===== src/rtl/m72_irq_pkg.sv =====
// m72_irq_pkg: shared constants and helpers for the M72 priority interrupt
// controller.
//   - register address map (IMR, VBASE, IRR/EOI, ISR/CTRL)
//   - EOI command and CTRL bit positions
//   - prio_enc(): lowest-index-first priority encoder, returns {found, index}
package m72_irq_pkg;

   localparam logic [1:0] REG_IMR      = 2'd0;
   localparam logic [1:0] REG_VBASE    = 2'd1;
   localparam logic [1:0] REG_IRR_EOI  = 2'd2;
   localparam logic [1:0] REG_ISR_CTRL = 2'd3;

   // EOI command: bit 7 selects specific EOI, bits 2:0 carry the channel
   localparam int EOI_SPEC_BIT  = 7;
   localparam int EOI_IDX_MSB   = 2;
   localparam int EOI_IDX_LSB   = 0;
   localparam int CTRL_AEOI_BIT = 0;

   // Scans from the top down so the last hit, i.e. the lowest set index, wins.
   function automatic logic [3:0] prio_enc(input logic [7:0] vec);
      logic [3:0] res;
      res = 4'd0;
      for (int i = 7; i >= 0; i--) begin
         if (vec[i]) begin
            res = {1'b1, 3'(i)};
         end else begin
            res = res;
         end
      end
      return res;
   endfunction

endpackage


===== src/rtl/m72_irq_ctrl_if.sv =====
// m72_irq_ctrl_if: CPU-side bus of the M72 interrupt controller.
//   cs/wr/addr/din/dout : register access (dout is combinational from addr)
//   int_rq              : interrupt request to the CPU
//   int_ack             : CPU acknowledge, level, high for the whole ack cycle
//   int_vec/vec_valid   : vector presented during the acknowledge
// master = CPU side, slave = controller side.
interface m72_irq_ctrl_if;
   logic       cs;
   logic       wr;
   logic [1:0] addr;
   logic [7:0] din;
   logic [7:0] dout;
   logic       int_rq;
   logic       int_ack;
   logic [7:0] int_vec;
   logic       vec_valid;

   modport master (
      output cs, wr, addr, din, int_ack,
      input  dout, int_rq, int_vec, vec_valid
   );

   modport slave (
      input  cs, wr, addr, din, int_ack,
      output dout, int_rq, int_vec, vec_valid
   );
endinterface


===== src/rtl/m72_prio_enc.sv =====
// m72_prio_enc: parametrised lowest-index-first priority encoder.
//   vec   in  N  request vector (bit 0 = highest priority)
//   found out 1  any bit set
//   idx   out 3  index of the lowest set bit (0 when nothing is set)
module m72_prio_enc
   import m72_irq_pkg::*;
#(
   parameter int N = 8
) (
   input  logic [N-1:0] vec,
   output logic         found,
   output logic [2:0]   idx
);

   logic [7:0] vec_w;

   // Widen to the helper's fixed 8-bit input and encode.
   always_comb begin
      vec_w         = 8'd0;
      vec_w[N-1:0]  = vec;
      {found, idx}  = prio_enc(vec_w);
   end

endmodule


===== src/rtl/m72_irq_ctrl.sv =====
// m72_irq_ctrl: uPD71059-style priority interrupt controller for the M72 CPU.
//   CLK_32M   in   system clock
//   reset     in   asynchronous active-high reset
//   bus       slave modport of m72_irq_ctrl_if (register access + int/ack)
//   irq_in    in   NUM_IRQ request lines, synchronous to CLK_32M
//   isr       out  NUM_IRQ in-service register (status)
// Channel 0 has the highest priority; nesting is fully nested.
module m72_irq_ctrl
   import m72_irq_pkg::*;
#(
   parameter int         NUM_IRQ      = 8,
   parameter logic [7:0] VEC_BASE_RST = 8'h20,
   parameter logic [7:0] MASK_RST     = 8'h00,
   parameter logic [7:0] LEVEL_MASK   = 8'h00
) (
   input  logic               CLK_32M,
   input  logic               reset,
   m72_irq_ctrl_if.slave      bus,
   input  logic [NUM_IRQ-1:0] irq_in,
   output logic [NUM_IRQ-1:0] isr
);

   localparam logic [NUM_IRQ-1:0] LVL      = LEVEL_MASK[NUM_IRQ-1:0];
   localparam logic [NUM_IRQ-1:0] IMR_INIT = MASK_RST[NUM_IRQ-1:0];
   localparam logic [7:0]         SPUR_OFS = 8'(NUM_IRQ - 1);

   logic [NUM_IRQ-1:0] irr_q, irr_d, isr_q, isr_d, imr_q, imr_d, irq_q, irq_d;
   logic [7:0]         vbase_q, vbase_d, vec_q, vec_d;
   logic               aeoi_q, aeoi_d, ack_q, ack_d;
   logic               int_rq_q, int_rq_d, vld_q, vld_d;

   logic [NUM_IRQ-1:0] pend_s;
   logic               win_found_s, top_found_s, qual_s, ack_trig_s, reg_wr_s;
   logic [2:0]         win_idx_s, top_idx_s, eoi_idx_s;

   assign pend_s = irr_q & ~imr_q;

   m72_prio_enc #(.N(NUM_IRQ)) u_enc_pend (
      .vec   (pend_s),
      .found (win_found_s),
      .idx   (win_idx_s)
   );

   m72_prio_enc #(.N(NUM_IRQ)) u_enc_isr (
      .vec   (isr_q),
      .found (top_found_s),
      .idx   (top_idx_s)
   );

   // Next-state logic: register writes, EOI, acknowledge capture, request capture.
   always_comb begin
      irr_d    = irr_q;
      isr_d    = isr_q;
      imr_d    = imr_q;
      vbase_d  = vbase_q;
      aeoi_d   = aeoi_q;
      vec_d    = vec_q;
      irq_d    = irq_in;
      ack_d    = bus.int_ack;
      int_rq_d = 1'b0;
      vld_d    = 1'b0;

      reg_wr_s   = bus.cs & bus.wr;
      ack_trig_s = bus.int_ack & ~ack_q;
      eoi_idx_s  = bus.din[EOI_IDX_MSB:EOI_IDX_LSB];
      // A pending request only qualifies if nothing of higher or equal
      // priority is already in service.
      qual_s     = win_found_s & (~top_found_s | (win_idx_s < top_idx_s));

      if (reg_wr_s) begin
         case (bus.addr)
            REG_IMR:      imr_d   = bus.din[NUM_IRQ-1:0];
            REG_VBASE:    vbase_d = bus.din;
            REG_IRR_EOI: begin
               if (bus.din[EOI_SPEC_BIT]) begin
                  if (int'(eoi_idx_s) < NUM_IRQ) begin
                     isr_d[eoi_idx_s] = 1'b0;
                  end else begin
                     isr_d = isr_d;
                  end
               end else if (top_found_s) begin
                  isr_d[top_idx_s] = 1'b0;
               end else begin
                  isr_d = isr_d;
               end
            end
            REG_ISR_CTRL: aeoi_d  = bus.din[CTRL_AEOI_BIT];
            default:      imr_d   = imr_q;
         endcase
      end else begin
         imr_d = imr_q;
      end

      // The ack set is applied after the EOI clear so that it wins on a tie.
      // int_rq is dropped for the capture cycle and re-evaluated afterwards.
      if (ack_trig_s) begin
         vld_d = 1'b1;
         if (qual_s) begin
            vec_d            = vbase_q + {5'd0, win_idx_s};
            irr_d[win_idx_s] = 1'b0;
            if (!aeoi_q) begin
               isr_d[win_idx_s] = 1'b1;
            end else begin
               isr_d = isr_d;
            end
         end else begin
            vec_d = vbase_q + SPUR_OFS;
         end
      end else begin
         int_rq_d = qual_s;
         vld_d    = vld_q & bus.int_ack;
      end

      // Capture runs last so a new request beats the ack clear.
      for (int i = 0; i < NUM_IRQ; i++) begin
         if (LVL[i]) begin
            irr_d[i] = irq_in[i];
         end else if (irq_in[i] & ~irq_q[i]) begin
            irr_d[i] = 1'b1;
         end else begin
            irr_d[i] = irr_d[i];
         end
      end
   end

   // State registers.
   always_ff @(posedge CLK_32M or posedge reset) begin
      if (reset) begin
         irr_q    <= '0;
         isr_q    <= '0;
         imr_q    <= IMR_INIT;
         vbase_q  <= VEC_BASE_RST;
         aeoi_q   <= 1'b0;
         irq_q    <= '0;
         ack_q    <= 1'b0;
         vec_q    <= 8'h00;
         int_rq_q <= 1'b0;
         vld_q    <= 1'b0;
      end else begin
         irr_q    <= irr_d;
         isr_q    <= isr_d;
         imr_q    <= imr_d;
         vbase_q  <= vbase_d;
         aeoi_q   <= aeoi_d;
         irq_q    <= irq_d;
         ack_q    <= ack_d;
         vec_q    <= vec_d;
         int_rq_q <= int_rq_d;
         vld_q    <= vld_d;
      end
   end

   // Read mux, combinational from addr; unused high bits read 0.
   always_comb begin
      bus.dout = 8'h00;
      case (bus.addr)
         REG_IMR:      bus.dout[NUM_IRQ-1:0] = imr_q;
         REG_VBASE:    bus.dout              = vbase_q;
         REG_IRR_EOI:  bus.dout[NUM_IRQ-1:0] = irr_q;
         REG_ISR_CTRL: bus.dout[NUM_IRQ-1:0] = isr_q;
         default:      bus.dout              = 8'h00;
      endcase
   end

   assign bus.int_rq  = int_rq_q;
   assign bus.int_vec = vec_q;
   // Gated with int_ack so the vector window closes as soon as the ack ends.
   assign bus.vec_valid = vld_q & bus.int_ack;
   assign isr = isr_q;

endmodule


===== src/flat_wrapper.sv =====
// flat-port wrapper written by rule: the top's interface ports become plain ports
module m72_irq_ctrl_flat import m72_irq_pkg::*;
#(
   parameter int         NUM_IRQ      = 8,
   parameter logic [7:0] VEC_BASE_RST = 8'h20,
   parameter logic [7:0] MASK_RST     = 8'h00,
   parameter logic [7:0] LEVEL_MASK   = 8'h00
)
  (CLK_32M, reset, irq_in, isr, bus_cs, bus_wr, bus_addr, bus_din, bus_int_ack, bus_dout, bus_int_rq, bus_int_vec, bus_vec_valid);
  m72_irq_ctrl_if bus_i ();
  input  logic CLK_32M;
  input  logic reset;
  input  logic [NUM_IRQ-1:0] irq_in;
  output logic [NUM_IRQ-1:0] isr;
  input wire logic [$bits(bus_i.cs)-1:0] bus_cs;
  input wire logic [$bits(bus_i.wr)-1:0] bus_wr;
  input wire logic [$bits(bus_i.addr)-1:0] bus_addr;
  input wire logic [$bits(bus_i.din)-1:0] bus_din;
  input wire logic [$bits(bus_i.int_ack)-1:0] bus_int_ack;
  output wire logic [$bits(bus_i.dout)-1:0] bus_dout;
  output wire logic [$bits(bus_i.int_rq)-1:0] bus_int_rq;
  output wire logic [$bits(bus_i.int_vec)-1:0] bus_int_vec;
  output wire logic [$bits(bus_i.vec_valid)-1:0] bus_vec_valid;
  assign bus_i.cs = bus_cs;
  assign bus_i.wr = bus_wr;
  assign bus_i.addr = bus_addr;
  assign bus_i.din = bus_din;
  assign bus_i.int_ack = bus_int_ack;
  assign bus_dout = bus_i.dout;
  assign bus_int_rq = bus_i.int_rq;
  assign bus_int_vec = bus_i.int_vec;
  assign bus_vec_valid = bus_i.vec_valid;
  m72_irq_ctrl #(.NUM_IRQ(NUM_IRQ), .VEC_BASE_RST(VEC_BASE_RST), .MASK_RST(MASK_RST), .LEVEL_MASK(LEVEL_MASK)) u_core (.CLK_32M(CLK_32M), .reset(reset), .bus(bus_i), .irq_in(irq_in), .isr(isr));
endmodule

===== config.mk =====
export PLATFORM = sky130hd
export DESIGN_NAME = m72_irq_ctrl_flat
export DESIGN_NICKNAME = d
export VERILOG_FILES = /design/src/rtl/m72_irq_pkg.sv /design/src/rtl/m72_irq_ctrl_if.sv /design/src/rtl/m72_prio_enc.sv /design/src/rtl/m72_irq_ctrl.sv /design/src/flat_wrapper.sv
export SDC_FILE = /design/constraint.sdc
export NUM_CORES = 1
export LEC_CHECK = 0
export CAP_MARGIN = 20
export CORE_ASPECT_RATIO = 0.7
export CORE_MARGIN = 3
export CORE_UTILIZATION = 24
export DETAILED_ROUTE_END_ITERATION = 16
export DONT_BUFFER_PORTS = 1
export GPL_ROUTABILITY_DRIVEN = 1
export SETUP_SLACK_MARGIN = 0.15
export SLEW_MARGIN = 10
export SYNTH_ARGS = -nofsm -noshare
export SYNTH_HDL_FRONTEND = slang
export SYNTH_HIERARCHICAL = 1
export SYNTH_SLANG_ARGS = --single-unit

===== constraint.sdc =====
create_clock -name CLK_32M -period 3.8 [get_ports CLK_32M]
set_clock_uncertainty 0.15 [all_clocks]
set_input_delay 0.19 -clock CLK_32M [delete_from_list [all_inputs] [get_ports CLK_32M]]
set_output_delay 0.19 -clock CLK_32M [all_outputs]
set_load 0.02 [all_outputs]

==> flow_summary.json, run 1 <==
{
  "synth.distinct_cells": 45,
  "timing.rr.end": "u_core/bus.int_vec[6]",
  "whs_path_depth": 2,
  "startpoint_type": "flop",
  "worst_setup_path_end_kind": "flop",
  "hold_viol": 0,
  "syn_inst": 266,
  "root_buffer": "clkbuf_16",
  "holdPathEnd": "u_core/isr[4]",
  "post_dp_cell_area_sq_um": 2960,
  "drtIter0Drc": 158,
  "ys_dominant_reg_cell": "dfrtp_1",
  "r2r-start": "u_core/irr_q[4]",
  "synth_seq_area_share": 0.473,
  "viasPerCell": 4.94,
  "clk_pin_slew_ps": 70,
  "hp-class": "primary input to flop",
  "tightest_slew_ps": 970,
  "synth_commonest_cells": "51 x dfrtp_1, 26 x nor2_1, 24 x nand2_1, 20 x a21oi_1, 19 x inv_1",
  "grt_usage": 0.131,
  "hpwl_um": 6230,
  "ys_top_cells_by_area": "dfrtp_1 46%, mux2_2 7.0%, mux4_2 6.5%",
  "synthMuxAreaShare": 0.135,
  "final-setup-viol-count": 0,
  "core_area_sq_um": 11100,
  "syn_area_per_cell_sq_um": 10.4,
  "worst-r2r-cell-count": 15,
  "ys_seq_elements": 52,
  "yosysMostFrequentCell": "dfrtp_1",
  "critPathRequiredTime_ps": 3810,
  "grt_pass1_vias": 2158,
  "max_slew_margin": 0.350,
  "ioPinCount": 49,
  "leakage_nw": 1.40,
  "ys_warn_count": 6,
  "drc_errors": 0,
  "min_from": "bus_din[1]",
  "synth-compound-area-share": 0.129,
  "synth_area_sq_um": 2750,
  "clock-sinks": 52,
  "timing.fmax_mhz": 287,
  "grt_max_degree": 46,
  "synth_top_area_frac": 0.463,
  "synthAdderAreaFrac": 0.0300,
  "synth-simple-area-share": 0.181,
  "cap_violations": 0,
  "reg2reg_slack_ps": 320,
  "ir_worst_vdd_mv": 0.222,
  "synth-xor-area-share": 0.0191,
  "clk_latency_ps": 290,
  "fin_area_sq_um": 3340,
  "die_h_um": 95.6,
  "synth.net_count": 295,
  "fin_nets": 322,
  "grt_overflow": 0,
  "final_antenna_net_count": 0,
  "drive_above_1_share": 0.167,
  "routed_wl_um": 8150,
  "power.density_nw_per_um2": 666,
  "slew_violations": 0,
  "numCtsBuffers": 5,
  "area_delta_synth_final_pct": 21.3,
  "critPathKind": "flop to flop",
  "tritoncts": "built",
  "row_count": 32,
  "synth_top_family_by_area": "simple AND/OR/NAND/NOR gates",
  "post-route-min-period_ps": 3480,
  "synth.largest_area_cell": "dfrtp_1",
  "die_w_um": 134,
  "finish.utilization": 0.301,
  "antenna_found_initial": 0,
  "initial_utilization": 0.248,
  "worstPathMaxFanout": 6,
  "status": "finished, final reports clean",
  "grt_pass1_wl_um": 12600,
  "fillers": 1165,
  "clockBufferDepth": 2,
  "post-route-period-util": 0.916,
  "arrival_ps": 3490,
  "rsz0062_at_grt": "yes",
  "gp_congestion": 0.842,
  "ctsHtreeMaxLevel": 2,
  "wl_per_cell_um": 18.2,
  "first_pass_iters": 5,
  "num_vias": 2208,
  "io_buffers": 0,
  "synthArstFlopShare": 1.00,
  "synth_edf_count": 0,
  "dieArea_sq_um": 12800,
  "finalSetupTns_ps": 0,
  "diodes": 0
}
area by class of cell:
type	instances	area [sq um]	share of cell area
Sequential cell	52	1300	0.390
Clock inverter	1	8.76	0.00262
Multi-Input combinational cell	190	1390	0.415
Tap cell	153	191	0.0573
Clock buffer	7	143	0.0427
Timing Repair Buffer	25	238	0.0712
Inverter	19	71.3	0.0214
where the power goes:
part | leakage [nW] | total [mW] | internal [mW] | switching [mW]
combinational | 0.717 | 0.877 | 0.366 | 0.512
sequential | 0.608 | 0.880 | 0.677 | 0.203
clock | 0.0741 | 0.467 | 0.264 | 0.203
total | 1.40 | 2.23 | 1.31 | 0.918
state kept, by name, indices dropped and copies added (netlist names):
| register | cells |
|---|---|
| u_core/aeoi_q | 1 |
| u_core/bus.int_rq | 1 |
| u_core/vbase_q | 8 |
| u_core/vld_q | 1 |
| u_core/irq_q | 8 |
| u_core/irr_q | 8 |
| u_core/bus.int_vec | 8 |
| u_core/isr | 8 |
| u_core/ack_q | 1 |
| u_core/imr_q | 8 |
timing repair:
action | 4_1_cts | 5_1_grt
setup buffers | 0 | 0
setup endpoints to repair | 0 | 5
endpoints found under the hold margin | 81 | 0
resized for setup | 0 | 8
hold buffers | 20 | 0
per-stage QoR:
step	total power [mW]	hold WS, ps	setup slack [ps]	cells
6_report	2.23	16.5	319	447
4_1_cts	2.21	5.07	235	447
3_5_place_dp	1.71	-164	256	419
2_1_floorplan	1.46	71.4	413	266
3_3_place_gp	1.69	-159	306	419
5_1_grt	2.37	15.0	124	447
cells by family after synthesis:
group / count (synthesis)
simple gates: 96
xor+xnor: 6
fa+ha+maj: 6
flops: 52
compound gates: 57
mux: 25
buf+inv: 24
worst max-delay path: stages, from the launching register on:
cell and delay, ps:
dfrtp_1 400, inv_1 70, nor2_1 90, nor4_2 340
and3b_1 280, ha_1 310, o21ai_1 200, nand2_1 130
a21oi_2 180, inv_1 60, ha_1 200, fa_1 420
a21o_1 190, nand4_1 100, xor2_1 140, o21ai_0 80
cell usage in the layout, fill, tap and decap left out, types with 3 or more instances in the layout:
| cell | n |
|---|---|
| dfrtp_1 | 51 |
| nor2_1 | 26 |
| nand2_1 | 24 |
| dlygate4sd3_1 | 20 |
| a21oi_1 | 19 |
| inv_1 | 18 |
| mux2_2 | 17 |
| o21ai_0 | 13 |
| nor2b_1 | 10 |
| nand3_1 | 8 |
| mux4_2 | 8 |
| a22o_1 | 6 |
| clkbuf_16 | 5 |
| buf_4 | 5 |
| ha_1 | 5 |
| nand2b_1 | 4 |
| xnor2_1 | 4 |
| nand4_1 | 4 |
| o22ai_1 | 4 |
| nand3b_1 | 3 |
layer usage:
metal	up-vias	global-route usage	part of all wire
met5	-	0	0
met4	0	0.0254	0.0075
met3	11	0.0638	0.11
met2	104	0.173	0.39
met1	1085	0.191	0.49
li1	1008	-	-
worst max path at each step:
stage / start / endpoint / slack, ps / cells past startpoint
after detailed placement: u_core/isr[4] / u_core/bus.int_vec[6] / 260 / 15
after CTS: u_core/isr[4] / u_core/bus.int_vec[6] / 230 / 15
after floorplan: u_core/irr_q[6] / u_core/bus.int_vec[6] / 410 / 15
after global placement: u_core/isr[4] / u_core/bus.int_vec[6] / 310 / 15
final: u_core/irr_q[4] / u_core/bus.int_vec[6] / 320 / 15
after global routing: u_core/irr_q[4] / u_core/bus.int_vec[6] / 120 / 15
(Power assumes the default switching activity.)
==> run 2, diff against run 1 <==
--- a/config.mk
+++ b/config.mk
@@ -6,7 +6,6 @@
 export NUM_CORES = 1
 export LEC_CHECK = 0
 export CAP_MARGIN = 20
-export CORE_ASPECT_RATIO = 0.7
 export CORE_MARGIN = 3
 export CORE_UTILIZATION = 24
 export DETAILED_ROUTE_END_ITERATION = 16
==> flow_summary.json, run 2 (same netlist as run 1, synthesis figures left out) <==
{
  "grt_usage": 0.126,
  "grt_max_degree": 53,
  "whs_path_depth": 3,
  "ioPinCount": 49,
  "die_w_um": 113,
  "arrival_ps": 3370,
  "worst_setup_path_end_kind": "flop",
  "status": "finished, final reports clean",
  "hpwl_um": 5810,
  "gp_congestion": 0.834,
  "layout_common_cells": "51 x dfrtp_1, 26 x nor2_1, 24 x nand2_1",
  "grt_pass1_vias": 2214,
  "final_common_cell": "dfrtp_1",
  "reg2reg_slack_ps": 430,
  "slew_violations": 0,
  "post-route-period-util": 0.887,
  "rsz0062_at_grt": "no",
  "r2r-start": "u_core/irr_q[4]",
  "root_buffer": "clkbuf_16",
  "routed_wl_um": 7700,
  "viasPerCell": 4.92,
  "tightest_slew_ps": 801,
  "diodes": 0,
  "antenna_found_initial": 0,
  "timing.rr.end": "u_core/bus.int_vec[6]",
  "io_buffers": 0,
  "grt_overflow": 0,
  "holdPathEnd": "u_core/irr_q[0]",
  "clockBufferDepth": 2,
  "final.setup.worst_slack_ps": 428,
  "dieArea_sq_um": 12800,
  "hold_viol": 0,
  "die_h_um": 113,
  "min_from": "irq_in[0]",
  "first_pass_iters": 4,
  "tritoncts": "built",
  "worst-r2r-cell-count": 15,
  "initial_utilization": 0.250,
  "critPathKind": "flop to flop",
  "drive_above_1_share": 0.173,
  "ctsHtreeMaxLevel": 2,
  "ir_worst_vdd_mv": 0.240,
  "row_count": 38,
  "num_vias": 2137,
  "leakage_nw": 1.40,
  "timing.fmax_mhz": 297,
  "power.density_nw_per_um2": 665,
  "startpoint_type": "flop",
  "worstPathMaxFanout": 6,
  "clk_latency_ps": 290,
  "area_delta_synth_final_pct": 20.3,
  "max_slew_margin": 0.459,
  "wl_per_cell_um": 17.7,
  "core_area_sq_um": 11000,
  "final-setup-viol-count": 0,
  "critPathRequiredTime_ps": 3800,
  "crit_path_start": "u_core/irr_q[4]",
  "clk_pin_slew_ps": 70,
  "dp_cells": 407,
  "hp-class": "primary input to flop",
  "drtIter0Drc": 107,
  "finalSetupTns_ps": 0,
  "post-route-min-period_ps": 3370,
  "cap_violations": 0,
  "finalNonFillerCells": 434,
  "pre_cts_slack_ps": 240,
  "drc_errors": 0,
  "grt_pass1_wl_um": 12500,
  "fin_nets": 322,
  "numCtsBuffers": 5,
  "final_antenna_net_count": 0,
  "clock-sinks": 52
}
==> run 2: worst max-delay path by stage <==
| stage | to | slack, ps | depth (start not counted) |
|---|---|---|---|
| global placement | u_core/bus.int_vec[6] | 300 | 12 |
| CTS | u_core/bus.int_vec[6] | 210 | 15 |
| finish | u_core/bus.int_vec[6] | 430 | 15 |
| floorplan | u_core/bus.int_vec[6] | 410 | 15 |
| detailed placement | u_core/bus.int_vec[6] | 240 | 15 |
| global route | u_core/bus.int_vec[6] | 160 | 15 |
==> run 2: worst max-delay path, cell delays in order (launching register included) <==
cell,delay (ps)
dfrtp_1,400
inv_1,70
nor2_1,70
nor4_2,320
and3b_2,280
ha_1,290
o21ai_1,170
nand2_1,120
a21oi_2,170
inv_1,50
ha_1,200
fa_1,410
a21o_1,200
nand4_1,100
xor2_1,140
o21ai_0,90
==> run 2: cell type report <==
cell class | count | area [sq um]
fillers | 1157 | 7720
multi-input cells | 190 | 1380
flip-flops and latches | 52 | 1300
repair buffers | 25 | 235
well taps | 140 | 175
clock buffers | 6 | 139
inverters | 19 | 71.3
clock inverters | 2 | 10.0
==> run 2: power by group <==
group	total (mW)	switching (mW)	internal [mW]
logic	0.873	0.509	0.364
registers	0.872	0.195	0.677
clock network	0.458	0.198	0.260
total	2.20	0.901	1.30
==> run 2: routing by layer <==
layer,vias up,track usage,part of all wire
met1,1048,0.179,0.48
met2,75,0.190,0.44
met3,5,0.0374,0.070
met4,0,0.0272,0.0052
li1,1009,-,-
met5,-,0,0
==> run 2: metrics by stage <==
stage	area (sq um)	util	hold WS (ps)	power, mW
2_1_floorplan	2750	-	71.4	1.46
3_3_place_gp	2950	0.268	71.5	1.70
3_5_place_dp	2950	0.268	71.5	1.72
4_1_cts	3290	0.298	10.1	2.21
5_1_grt	3310	0.300	23.8	2.37
6_report	3310	0.300	7.68	2.20
==> run 2: repair_timing <==
item	CTS	global route
hold endpoints to repair	81	0
resized for setup	0	8
setup endpoints to repair	0	6
hold buffers	19	0
setup buffers	0	0
==> run 3, diff against run 2 <==
--- a/config.mk
+++ b/config.mk
@@ -15,5 +15,4 @@
 export SLEW_MARGIN = 10
 export SYNTH_ARGS = -nofsm -noshare
 export SYNTH_HDL_FRONTEND = slang
-export SYNTH_HIERARCHICAL = 1
 export SYNTH_SLANG_ARGS = --single-unit
==> flow_summary.json, run 3 <==
{
  "grt_pass1_wl_um": 13600,
  "area_delta_synth_final_pct": 24.9,
  "p_switching_mw": 1.10,
  "tightest_slew_ps": 822,
  "drtIter0Drc": 165,
  "grt_usage": 0.124,
  "synthArstFlopShare": 1.00,
  "multi_input_area_sq_um": 1700,
  "final.setup.worst_slack_ps": 229,
  "rsz0062_at_grt": "yes",
  "r2r-start": "u_core.irr_q[0]",
  "reg2reg_slack_ps": 230,
  "tritoncts": "built",
  "fin_nets": 357,
  "min_from": "bus_din[1]",
  "die_w_um": 118,
  "ys_seq_elements": 52,
  "crit_path_top_delay_cell": "or4_4",
  "synth.distinct_cells": 57,
  "crit_chain": "nor2b_4, or4_4, a21oi_4, ha_4, nand2_2, or3_4, a21o_1, nand2_2, ha_4, inv_1, fa_2, nor2b_2, o2111ai_2, xor2_1, o21ai_1",
  "core_area_sq_um": 12100,
  "initial_utilization": 0.248,
  "row_count": 40,
  "timing.rr.end": "u_core.bus.int_vec[6]",
  "synth_commonest_cells": "51 x dfrtp_1, 25 x nand2_1, 24 x nor2_1, 18 x mux2_2, 16 x nor2b_1",
  "p_int_mw": 1.49,
  "ys_warn_count": 0,
  "pwr-share-comb": 0.493,
  "grt_pass1_vias": 2444,
  "numCtsBuffers": 5,
  "viasPerCell": 4.88,
  "worst-r2r-cell-count": 15,
  "diodes": 0,
  "post-route-period-util": 0.940,
  "syn_area_per_cell_sq_um": 10.4,
  "syn_inst": 290,
  "clk_latency_ps": 290,
  "fin_area_sq_um": 3750,
  "critPathTopFamily": "simple AND/OR/NAND/NOR gates",
  "post-route-min-period_ps": 3570,
  "synth_seq_area_share": 0.434,
  "cp_num_buf_inv": 1,
  "yosysMostFrequentCell": "dfrtp_1",
  "leakage_nw": 1.49,
  "gp_congestion": 0.931,
  "synth_top_area_frac": 0.425,
  "whs_path_depth": 3,
  "final_common_cell": "dfrtp_1",
  "io_buffers": 0,
  "ir_worst_vdd_mv": 0.230,
  "routed_wl_um": 8880,
  "grt_max_degree": 33,
  "critPathKind": "flop to flop",
  "synth.largest_area_cell": "dfrtp_1",
  "arrival_ps": 3640,
  "synth.net_count": 319,
  "antenna_found_initial": 0,
  "power_frac_seq": 0.329,
  "ys_dominant_reg_cell": "dfrtp_1",
  "worst_setup_path_end_kind": "flop",
  "pre_cts_slack_ps": 135,
  "ioPinCount": 49,
  "die_h_um": 118,
  "num_vias": 2424,
  "synth_area_sq_um": 3000,
  "dieArea_sq_um": 13900,
  "netSwitchingFraction": 0.424,
  "p_total_mw": 2.59,
  "finalSetupTns_ps": 0,
  "crit_path_max_incr_delay_ps": 570,
  "slew_violations": 0,
  "startpoint_type": "flop",
  "fillers": 1271,
  "ctsHtreeMaxLevel": 2,
  "synth_edf_count": 0,
  "final-setup-viol-count": 0,
  "timing.fmax_mhz": 280,
  "layout_common_cells": "51 x dfrtp_1, 24 x nor2_1, 23 x nand2_1, 23 x buf_4",
  "ys_top_cells_by_area": "dfrtp_1 42%, mux2_2 6.7%, mux4_2 5.2%",
  "clkPwrFrac": 0.178,
  "post_dp_cell_area_sq_um": 3290,
  "cap_violations": 0,
  "clock-sinks": 52,
  "root_buffer": "clkbuf_16",
  "hpwl_um": 6600,
  "clockBufferDepth": 2,
  "clk_pin_slew_ps": 70,
  "wl_per_cell_um": 17.9,
  "worstPathMaxFanout": 4,
  "critPathRequiredTime_ps": 3870,
  "drive_above_1_share": 0.274,
  "ff_latch_area_sq_um": 1300,
  "hold_viol": 0,
  "holdPathEnd": "u_core.isr[0]",
  "first_pass_iters": 5,
  "status": "finished, final reports clean",
  "hp-class": "primary input to flop",
  "max_slew_margin": 0.449,
  "final_antenna_net_count": 0,
  "grt_overflow": 0,
  "drc_errors": 0,
  "power.density_nw_per_um2": 689
}
## run 3: worst min-delay path, cell delays in order
cell	delay, ps
o31a_1	90
o21ai_0	70
o31ai_1	70
## run 3: how the worst max path moves through the flow
stage	from	to	slack (ps)	cells past startpoint
2_1_floorplan	u_core.isr[0]	u_core.bus.int_vec[6]	260	15
3_3_place_gp	u_core.irr_q[2]	u_core.bus.int_vec[7]	260	13
3_5_place_dp	u_core.irr_q[0]	u_core.bus.int_vec[6]	140	15
6_report	u_core.irr_q[0]	u_core.bus.int_vec[6]	230	15
4_1_cts	u_core.isr[3]	u_core.bus.int_vec[6]	210	14
5_1_grt	u_core.irr_q[0]	u_core.bus.int_vec[6]	100	15
## run 3: kinds of logic after synthesis
| group | synth area share |
|---|---|
| mux | 0.129 |
| buf+inv | 0.0262 |
| fa+ha+maj | 0.0275 |
| compound gates | 0.141 |
| flops | 0.434 |
| xor+xnor | 0.0175 |
| simple gates | 0.226 |
## run 3: timing repair
| action | 4_1_cts | 5_1_grt |
|---|---|---|
| endpoints found under the hold margin | 47 | 0 |
| pin swaps | 1 | 9 |
| hold buffers | 18 | 0 |
| setup endpoints to repair | 1 | 5 |
| cloned | 0 | 0 |
| setup buffers | 1 | 6 |
| gates resized for setup | 1 | 17 |
## run 3: through the flow
step,hold WS (ps),instances,utilization
detailed placement,-37.1,464,0.272
CTS,16.4,491,0.299
finish,15.5,497,0.310
global placement,-43.9,464,0.272
global route,41.4,497,0.310
floorplan,71.4,290,-
## run 3: power by group through the flow
stage | combinational [mW] | sequential (mW) | clock (mW)
floorplan | 0.754 | 0.874 | 0
global placement | 1.09 | 0.850 | 0
detailed placement | 1.10 | 0.858 | 0
CTS | 1.13 | 0.847 | 0.467
global route | 1.39 | 0.870 | 0.486
finish | 1.27 | 0.851 | 0.460
## run 3: final cells by class
cell class	instances	area share
Tap cell	168	0.0560
Inverter	10	0.0100
Sequential cell	52	0.347
Multi-Input combinational cell	218	0.454
Clock buffer	8	0.0390
Timing Repair Buffer	41	0.0940
## run 3: metal layers
layer | global-route usage | vias up | wire [um]
met5 | 0 | - | 0
met4 | 0.0366 | 0 | 153
met3 | 0.0255 | 13 | 539
met2 | 0.209 | 95 | 4400
met1 | 0.160 | 1196 | 3790
li1 | - | 1120 | -
